`config.mk`:
```
export PLATFORM = sky130hd
export DESIGN_NAME = demux_1x4_sched
export DESIGN_NICKNAME = d
export VERILOG_FILES = /design/src/rtl/demux_1x4_sched.sv
export SDC_FILE = /design/constraint.sdc
export NUM_CORES = 1
export LEC_CHECK = 0
export CAP_MARGIN = 10
export CORE_MARGIN = 10
export CORE_UTILIZATION = 48
export DETAILED_ROUTE_END_ITERATION = 8
export PLACE_DENSITY = 0.83
export SYNTH_ARGS = -nofsm -noshare
export SYNTH_HDL_FRONTEND = slang
export SYNTH_SLANG_ARGS = --single-unit
```
`constraint.sdc`:
```
create_clock -name clk -period 3.83 [get_ports clk]
set_input_delay 0.766 -clock clk [delete_from_list [all_inputs] [get_ports clk]]
set_output_delay 0.766 -clock clk [all_outputs]
set_load 0.02 [all_outputs]
```
`src/rtl/demux_1x4_sched.sv`:
```
// Sequencer for a 1x4 demultiplexer: holds one word from a valid/ready stream and steers it
// to one of four lanes, either round-robin in bursts (with stall timeout) or to a fixed lane.
module demux_1x4_sched #(
    parameter int WIDTH   = 8,
    parameter int BURST   = 4,
    parameter int TIMEOUT = 16
) (
    input  logic             clk,
    input  logic             rst_n,
    input  logic             enable,
    input  logic             mode,
    input  logic [1:0]       fixed_sel,
    input  logic [WIDTH-1:0] din,
    input  logic             din_valid,
    output logic             din_ready,
    output logic [WIDTH-1:0] y,
    output logic [3:0]       y_valid,
    input  logic [3:0]       y_ready,
    output logic             s1,
    output logic             s0,
    output logic             skip,
    output logic             busy
);

    localparam int BW = (BURST > 1) ? $clog2(BURST) : 1;
    localparam int SW = $clog2(TIMEOUT + 1);
    localparam logic [BW-1:0] BURST_LAST = BW'(BURST - 1);
    localparam logic [SW-1:0] STALL_LAST = SW'(TIMEOUT - 1);

    typedef enum logic {
        S_EMPTY = 1'b0,
        S_FULL  = 1'b1
    } state_t;

    state_t           r_state;
    logic [WIDTH-1:0] r_y;
    logic [1:0]       r_tgt;
    logic [1:0]       r_rr_ptr;
    logic [BW-1:0]    r_burst_cnt;
    logic [SW-1:0]    r_stall_cnt;
    logic             r_held_rr;
    logic             r_skip;

    logic w_full;
    logic w_tgt_ready;
    logic w_fire;
    logic w_load;
    logic w_timeout;

    assign w_full      = (r_state == S_FULL);
    assign w_tgt_ready = y_ready[r_tgt];
    assign w_fire      = w_full & w_tgt_ready;
    // rst_n gates ready so nothing is accepted while reset is held
    assign din_ready   = rst_n & enable & (~w_full | w_fire);
    assign w_load      = din_valid & din_ready;
    // Timeout applies only to words that were loaded in round-robin mode
    assign w_timeout   = w_full & r_held_rr & ~w_tgt_ready & (r_stall_cnt == STALL_LAST);

    always_ff @(posedge clk or negedge rst_n) begin
        if (!rst_n) begin
            r_state     <= S_EMPTY;
            r_y         <= '0;
            r_tgt       <= 2'd0;
            r_rr_ptr    <= 2'd0;
            r_burst_cnt <= '0;
            r_stall_cnt <= '0;
            r_held_rr   <= 1'b0;
            r_skip      <= 1'b0;
        end else begin
            r_skip <= 1'b0;
            if (w_load) begin
                r_state     <= S_FULL;
                r_y         <= din;
                r_stall_cnt <= '0;
                r_held_rr   <= ~mode;
                if (!mode) begin
                    r_tgt <= r_rr_ptr;
                    if (r_burst_cnt == BURST_LAST) begin
                        r_burst_cnt <= '0;
                        r_rr_ptr    <= r_rr_ptr + 2'd1;
                    end else begin
                        r_burst_cnt <= r_burst_cnt + BW'(1);
                    end
                end else begin
                    r_tgt <= fixed_sel;
                end
            end else if (w_fire) begin
                r_state     <= S_EMPTY;
                r_stall_cnt <= '0;
            end else if (w_timeout) begin
                r_tgt       <= r_tgt + 2'd1;
                r_stall_cnt <= '0;
                r_skip      <= 1'b1;
            end else if (w_full) begin
                r_stall_cnt <= r_stall_cnt + SW'(1);
            end else begin
                r_stall_cnt <= '0;
            end
        end
    end

    generate
        for (genvar gi = 0; gi < 4; gi++) begin : g_lane_valid
            assign y_valid[gi] = w_full & (r_tgt == 2'(gi));
        end
    endgenerate

    assign y    = r_y;
    assign s1   = r_tgt[1];
    assign s0   = r_tgt[0];
    assign skip = r_skip;
    assign busy = w_full;

endmodule
```
# After elaboration in Yosys (flattened, before gate mapping)
# Cells that the tools add are included.
# op_classes
reduce_logical	6
n_bitwise	15
eq_ne	6
shifts	0
add_sub_neg	4
order_cmp	1
muxes	16
n_div	0
mul	0
# ops
op	count
5-bit two-way mux	4
1-bit bitwise AND	11
2-bit two-way mux	5
2-bit by 1-bit adder with 2-bit output (second input constant)	3
2-bit == test (second input constant)	3
1-bit two-way mux	6
5-bit by 1-bit adder with 5-bit output (second input constant)	1
5-bit by 4-bit == test with 1-bit output (second input constant)	1
2-bit AND reduction	2
2-bit nonzero test	2
2-bit by 3-bit < comparator with 1-bit output (second input constant)	1
1-bit NOT	3
3-bit AND reduction	1
1-bit binary-select mux with 2-bit select	1
2-bit by 1-bit == test with 1-bit output (second input constant)	1
2-bit logical NOT	1
2-bit by 1-bit inequality test with 1-bit output (second input constant)	1
1-bit bitwise OR	1
# totals
wordCells	56
latch_bits	0
output_inout_bits	17
register_bits	22
ramBits	0
rom_bits	0
in_bits	19
memories	0

# Longest topological paths before layout
# Gate-level depths: netlist (run 1).
# depth
depth_word	8
ltp_mapped	6
mapped_depth_nobuf	6

# Least setup slack after synthesis (run 1)
# OpenSTA, ideal clock, no wires.
# synth_path
kind	in2out
from	in y_ready[2]
to	out din_ready
setup_slack_ns	1.508
n_path_buf	0
path_stages	3
arrival_time_ns	1.556
t_required_ns	3.064
path_cell_list	mux2i_1 -> a22oi_1 -> and3_1
# synth_between
elab_chain_len	5
# synth_rtl
element	line	text
start: declaration	18	input logic [3:0] y_ready,
1-bit binary-select mux with 2-bit select	51	assign w_tgt_ready = y_ready[r_tgt];
1-bit two-way mux (implied by the code)	51	
1-bit bitwise AND	52	assign w_fire = w_full & w_tgt_ready;
1-bit bitwise OR	54	assign din_ready = rst_n & enable & (~w_full | w_fire);
1-bit bitwise AND	54	
end: declaration	15	output logic din_ready,
# Every way passes these cells. The select of a mux whose other input is x is not followed.

# Final worst setup path (run 1)
# layout_path
from	in y_ready[0]
to	out din_ready
# Same word-level chain as after synthesis.

==> flow_summary.yaml, run 1 <==
status:
  status: "completed"
floorplanning:
  die_w_um: 67.8
  rows: 17
  die_h_um: 67.8
  core_sq_um: 2190
  start_util_pct: 50.1
  die_area_sq_um: 4600
  io_pins: 36
synth:
  synth_top_area_share_pct: 50.1
  ys_types: 27
  synth_top_cell_by_area: "dfrtp_1"
  synthTopCellsByArea: "dfrtp_1 50%, mux2_2 10%, ha_1 8.0%"
  synth-seq-cells: 22
  yosysSeqAreaShare_pct: 50.1
  syn-mean-instance-area_sq_um: 12.1
  syn_inst: 91
  syn_nets: 117
  ys_warn_count: 0
  syn-cell-area_sq_um: 1100
sta:
  min_period_ns: 3.22
  skew_ns: 0.000779
  relSlewSlack_pct: 74.3
  setup_viol: 0
  rsz0062_at_grt: "no"
  fmax_mhz: 310
  slew_viol_final: 0
  worst_pin_slew_ns: 0.375
  tns_ns: 0
  finalHoldViolations: 0
  fin_crit_sh_pct: 84.1
detailed_routing:
  vias: 856
  wl_met3_um: 273
  avgViaCountPerCell: 5.35
  firstDrtPassIters: 4
  wire_per_inst_um: 16.6
  drtIter0Drc: 38
  met2_length_um: 1320
  routed_wl_um: 2650
  top_layer_used: "met4"
  drtAntennaViolNets: 0
  wl_met1_um: 1030
  drc: 0
layout:
  finalNonFillerCells: 160
  multi_input_area_sq_um: 537
  regArea_sq_um: 551
  n_fill_cell: 153
  drive_above_1_share_pct: 16.7
  num_antenna_cells: 0
  syn2layout_area_growth_pct: 39.7
  layout_common_cells: "35 x clkdlybuf4s50_1, 22 x dfrtp_1, 10 x mux2_2"
  nets: 159
  final_common_cell: "clkdlybuf4s50_1"
  postLayoutCellArea_sq_um: 1540
placement:
  dp_hpwl_um: 2160
  placedInstanceArea_sq_um: 1500
  dp_cells: 156
  gp_congestion: 0.807
  portBuffers: 35
hold_path:
  hold_class: "register to register"
  min_path_cells: 1
  hold_end: "r_stall_cnt[0]"
  hp-start: "r_stall_cnt[0]"
setup_path:
  critical_path_class: "primary input to output pin"
  reg2reg_to: "y[7]"
  cp.required_ns: 3.06
  critPathLaunchType: "primary input"
  arrival_ns: 2.46
  worstRegToRegCells: 4
  reg2reg_slack_ns: 1.99
  crit_fanout: 4
  endpoint_kind: "output pin"
  r2r-start: "r_tgt[1]"
  critical_path.startpoint: "y_ready[0]"
job:
  drv_cap: 0
clock_tree:
  worst_skew_pair.late_latency_ns: 0.30
  numCtsBuffers: 3
  htreeDepth: 1
  clkSinkCount: 22
  cts_tree: "yes"
  ctsHoldBuffers: 0
  cts_buffer_depth: 2
  post_cts_resized: 0
  path_clk_slew_ns: 0.12
  cts-root-buf: "clkbuf_4"
  cts_setup_buffers: 0
grt:
  grt_pass1_vias: 936
  grt_max_degree: 24
  grt_overflow_total: 0
  grt_usage_pct: 11.8
  antenna_found_initial: 0
  grt_pass1_wl_um: 4200
power:
  vdd_drop_max_v: 0.000390
  power_leakage_nw: 0.673
  powerDensity_nw_per_um2: 558
layout make-up:
cell class                      count  area share, %
Multi-Input combinational cell     66           35.0
Tap cell                           28           2.28
Inverter                            3          0.733
Clock buffer                        4           2.36
Sequential cell                    22           35.9
Timing Repair Buffer               37           23.8
flip-flops by register name, indices dropped and copies added, names as in the netlist:
name         flops
r_rr_ptr         2
r_held_rr        1
skip             1
r_stall_cnt      5
r_burst_cnt      2
y                8
busy             1
r_tgt            2
cells in the mapped netlist:
master     n
and3_2     1
nand4_1    3
a21o_2     1
xor2_1     1
nand3_1    4
nor3_4     1
or3_1      1
nand2b_1   1
nor2b_1    1
nand3_2    1
a22o_4     1
nor3b_1    1
mux2i_1    5
a22oi_1    1
ha_1       7
dfrtp_1   22
nor2_1     7
and3_1     2
and2_1     5
mux2_2    10
o221ai_1   1
o21ai_0    1
a21oi_1    1
xnor2_1    3
inv_1      3
nor2_4     1
nand2_1    5
power breakdown:
group | switching (W) | total, W | internal [W]
clock | 0.0000698 | 0.000128 | 0.0000580
sequential | 0.0000646 | 0.000362 | 0.000297
combinational | 0.000177 | 0.000367 | 0.000190
kinds of logic (layout without fill, tap and decap cells):
kind of cell               after synthesis  in the layout  synth area share (%)
AOI/OAI and AO/OA                        6              6                  4.78
xor gates and xnor gates                 4              4                  3.19
adders and majority gates                7              7                  7.97
buffers and inverters                    3             44                  1.02
DFF                                     22             22                  50.1
muxes                                   15             15                  14.8
and+or+nand+nor                         34             34                  18.1
routing by layer:
| layer | GRT usage, % | vias to the layer above |
|---|---|---|
| met5 | 0 | - |
| met4 | 5.03 | 0 |
| met3 | 4.89 | 4 |
| met2 | 20.5 | 34 |
| met1 | 12.2 | 418 |
| li1 | - | 400 |
per-stage QoR:
step / hold WS (ns) / power (W) / util [%] / worst slack, ns
floorplan: 0.433 / 0.000556 / - / 1.51
global placement: 0.448 / 0.000716 / 68.4 / 0.617
detailed placement: 0.474 / 0.000737 / 68.4 / 0.595
CTS: 0.490 / 0.000865 / 70.1 / 0.585
global route: 0.514 / 0.000912 / 70.1 / 0.523
finish: 0.491 / 0.000856 / 70.1 / 0.609
critical path, cell delays in order:
cell	delay, ns
clkdlybuf4s50_1	0.46
mux2i_1	0.13
a22oi_1	0.29
and3_1	0.19
clkdlybuf4s50_1	0.62
how the worst max path moves through the flow:
stage	slack (ns)	endpoint
after floorplan	1.51	din_ready
after global placement	0.62	din_ready
after detailed placement	0.60	din_ready
after CTS	0.58	din_ready
after global routing	0.52	din_ready
final	0.61	din_ready
(Power assumes the default switching activity.)
==> run 2: changes to the inputs <==
Settings changed: CORE_UTILIZATION 48 to 40, PLACE_DENSITY 0.83 to 0.74.
Clock period 3.83 ns to 2.6 ns, I/O delays scaled along.
==> flow_summary.yaml, run 2 (synthesis results as in run 1) <==
grt:
  grt_pass1_vias: 958
  antenna_found_initial: 0
  grt_max_degree: 23
  grt_overflow_total: 0
  grt_pass1_wl_um: 4350
  grt_usage_pct: 10.0
clock_tree:
  clkSinkCount: 22
  cts_tree: "yes"
  path_clk_slew_ns: 0.13
  cts_buffer_depth: 2
  numCtsBuffers: 3
  post_cts_resized: 1
  htreeDepth: 1
  ctsHoldBuffers: 0
  worst_skew_pair.late_latency_ns: 0.31
  cts-root-buf: "clkbuf_4"
  cts_setup_buffers: 0
setup_path:
  cp.required_ns: 2.08
  critPathLaunchType: "register"
  endpoint_kind: "output pin"
  path_delay_family: "flip-flops"
  worstPathCellList: "mux2i_1 > a22oi_1 > and3_1 > dlygate4sd2_1"
  critical_path_class: "register to output pin"
  path_buf_inv: 1
  arrival_ns: 1.89
  crit_fanout: 8
  max_stage_delay_ns: 0.54
  crit_slowest_cell: "dfrtp_1"
placement:
  pre_cts_slack_ns: -0.0616
  dp_hpwl_um: 2000
  placedInstanceArea_sq_um: 1510
  gp_congestion: 0.743
  portBuffers: 35
hold_path:
  hold_class: "register to register"
layout:
  syn2layout_area_growth_pct: 42.0
  num_antenna_cells: 0
  postLayoutCellArea_sq_um: 1560
  final_common_cell: "clkdlybuf4s50_1"
  drive_above_1_share_pct: 17.3
  largest_register_ffs: 8
  layout_common_cells: "34 x clkdlybuf4s50_1, 22 x dfrtp_1, 10 x mux2_2"
  nets: 160
  fin_util_pct: 61.3
sta:
  setup_viol: 0
  tns_ns: 0
  worst_pin_slew_ns: 0.298
  rsz0062_at_grt: "no"
  finalHoldViolations: 0
  fmax_mhz: 415
  relSlewSlack_pct: 79.6
  min_period_ns: 2.41
  fin_crit_sh_pct: 92.7
  slew_viol_final: 0
  timing.final.ws_setup_ns: 0.191
  skew_ns: 0.0108
detailed_routing:
  wire_per_inst_um: 15.3
  avgViaCountPerCell: 5.10
  wl_met3_um: 272
  wl_met1_um: 1040
  routed_wl_um: 2500
  firstDrtPassIters: 4
  vias: 832
  drc: 0
  met2_length_um: 1170
  top_layer_used: "met4"
  drtIter0Drc: 30
  drtAntennaViolNets: 0
job:
  drv_cap: 0
floorplanning:
  die_area_sq_um: 5240
  io_pins: 36
  die_h_um: 72.4
  rows: 18
  core_sq_um: 2540
  die_w_um: 72.4
  start_util_pct: 43.2
status:
  status: "completed"
power:
  powerDensity_nw_per_um2: 853
  power_leakage_nw: 0.688
  vdd_drop_max_v: 0.000630
[run 2: cell count changes in the layout (fill, tap and decap cells not counted), sizes merged]
cell / before / now
bufinv: 0 / 1
clkdlybuf4s50: 35 / 34
dlygate4sd2: 0 / 1
clkbuf: 4 / 3
buf: 2 / 3
[run 2: metrics by stage]
stage          hold WS (ns)  power (W)  instances
2_1_floorplan         0.224   0.000820         91
3_3_place_gp          0.450    0.00106        159
3_5_place_dp          0.468    0.00109        159
4_1_cts               0.486    0.00135        163
5_1_grt               0.500    0.00143        163
6_report              0.483    0.00133        163
[run 2: power breakdown]
part	switching, W	internal, W
Sequential	0.0000895	0.000438
Clock	0.000104	0.000156
Combinational	0.000259	0.000286
Total	0.000452	0.000879
[run 2: metal layers]
layer,GRT usage (%),vias to the layer above
met5,0,-
met4,2.53,0
met3,5.31,2
met2,17.1,29
met1,10.6,399
li1,-,402
[run 2: path summary, 6_finish.rpt]
path,to,start,slack [ns],cells past startpoint
setup / recovery,din_ready,r_tgt[1],0.19,4
hold / removal,r_stall_cnt[0],r_stall_cnt[0],0.48,1
setup reg to reg,y[4],r_tgt[1],0.72,5
hold reg to reg,r_stall_cnt[0],r_stall_cnt[0],0.48,1
max in group asynchronous,busy,rst_n,1.73,2
min in group asynchronous,y[7],rst_n,0.64,2
[run 2: area by class of cell]
type / count / area [sq um]
inverter: 3 / 11.3
sequential: 22 / 551
clock buffer: 3 / 22.5
fill: 221 / 985
clock inverter: 1 / 30.0
timing repair buffer: 38 / 372
tap: 30 / 37.5
multi-input combinational: 66 / 537
[run 2: worst register-to-register path, stage by stage, from the launching register on]
cell and delay (ns):
dfrtp_1 0.54, mux2i_1 0.15, buf_4 0.17, a22o_4 0.30, nor2_4 0.25, mux2_2 0.37
==> run 3: changes to the inputs <==
Settings changed: REMOVE_ABC_BUFFERS from default to 1.
==> results of run 3 <==
No change in the layout: final DEF, timing and power equal those of run 2.
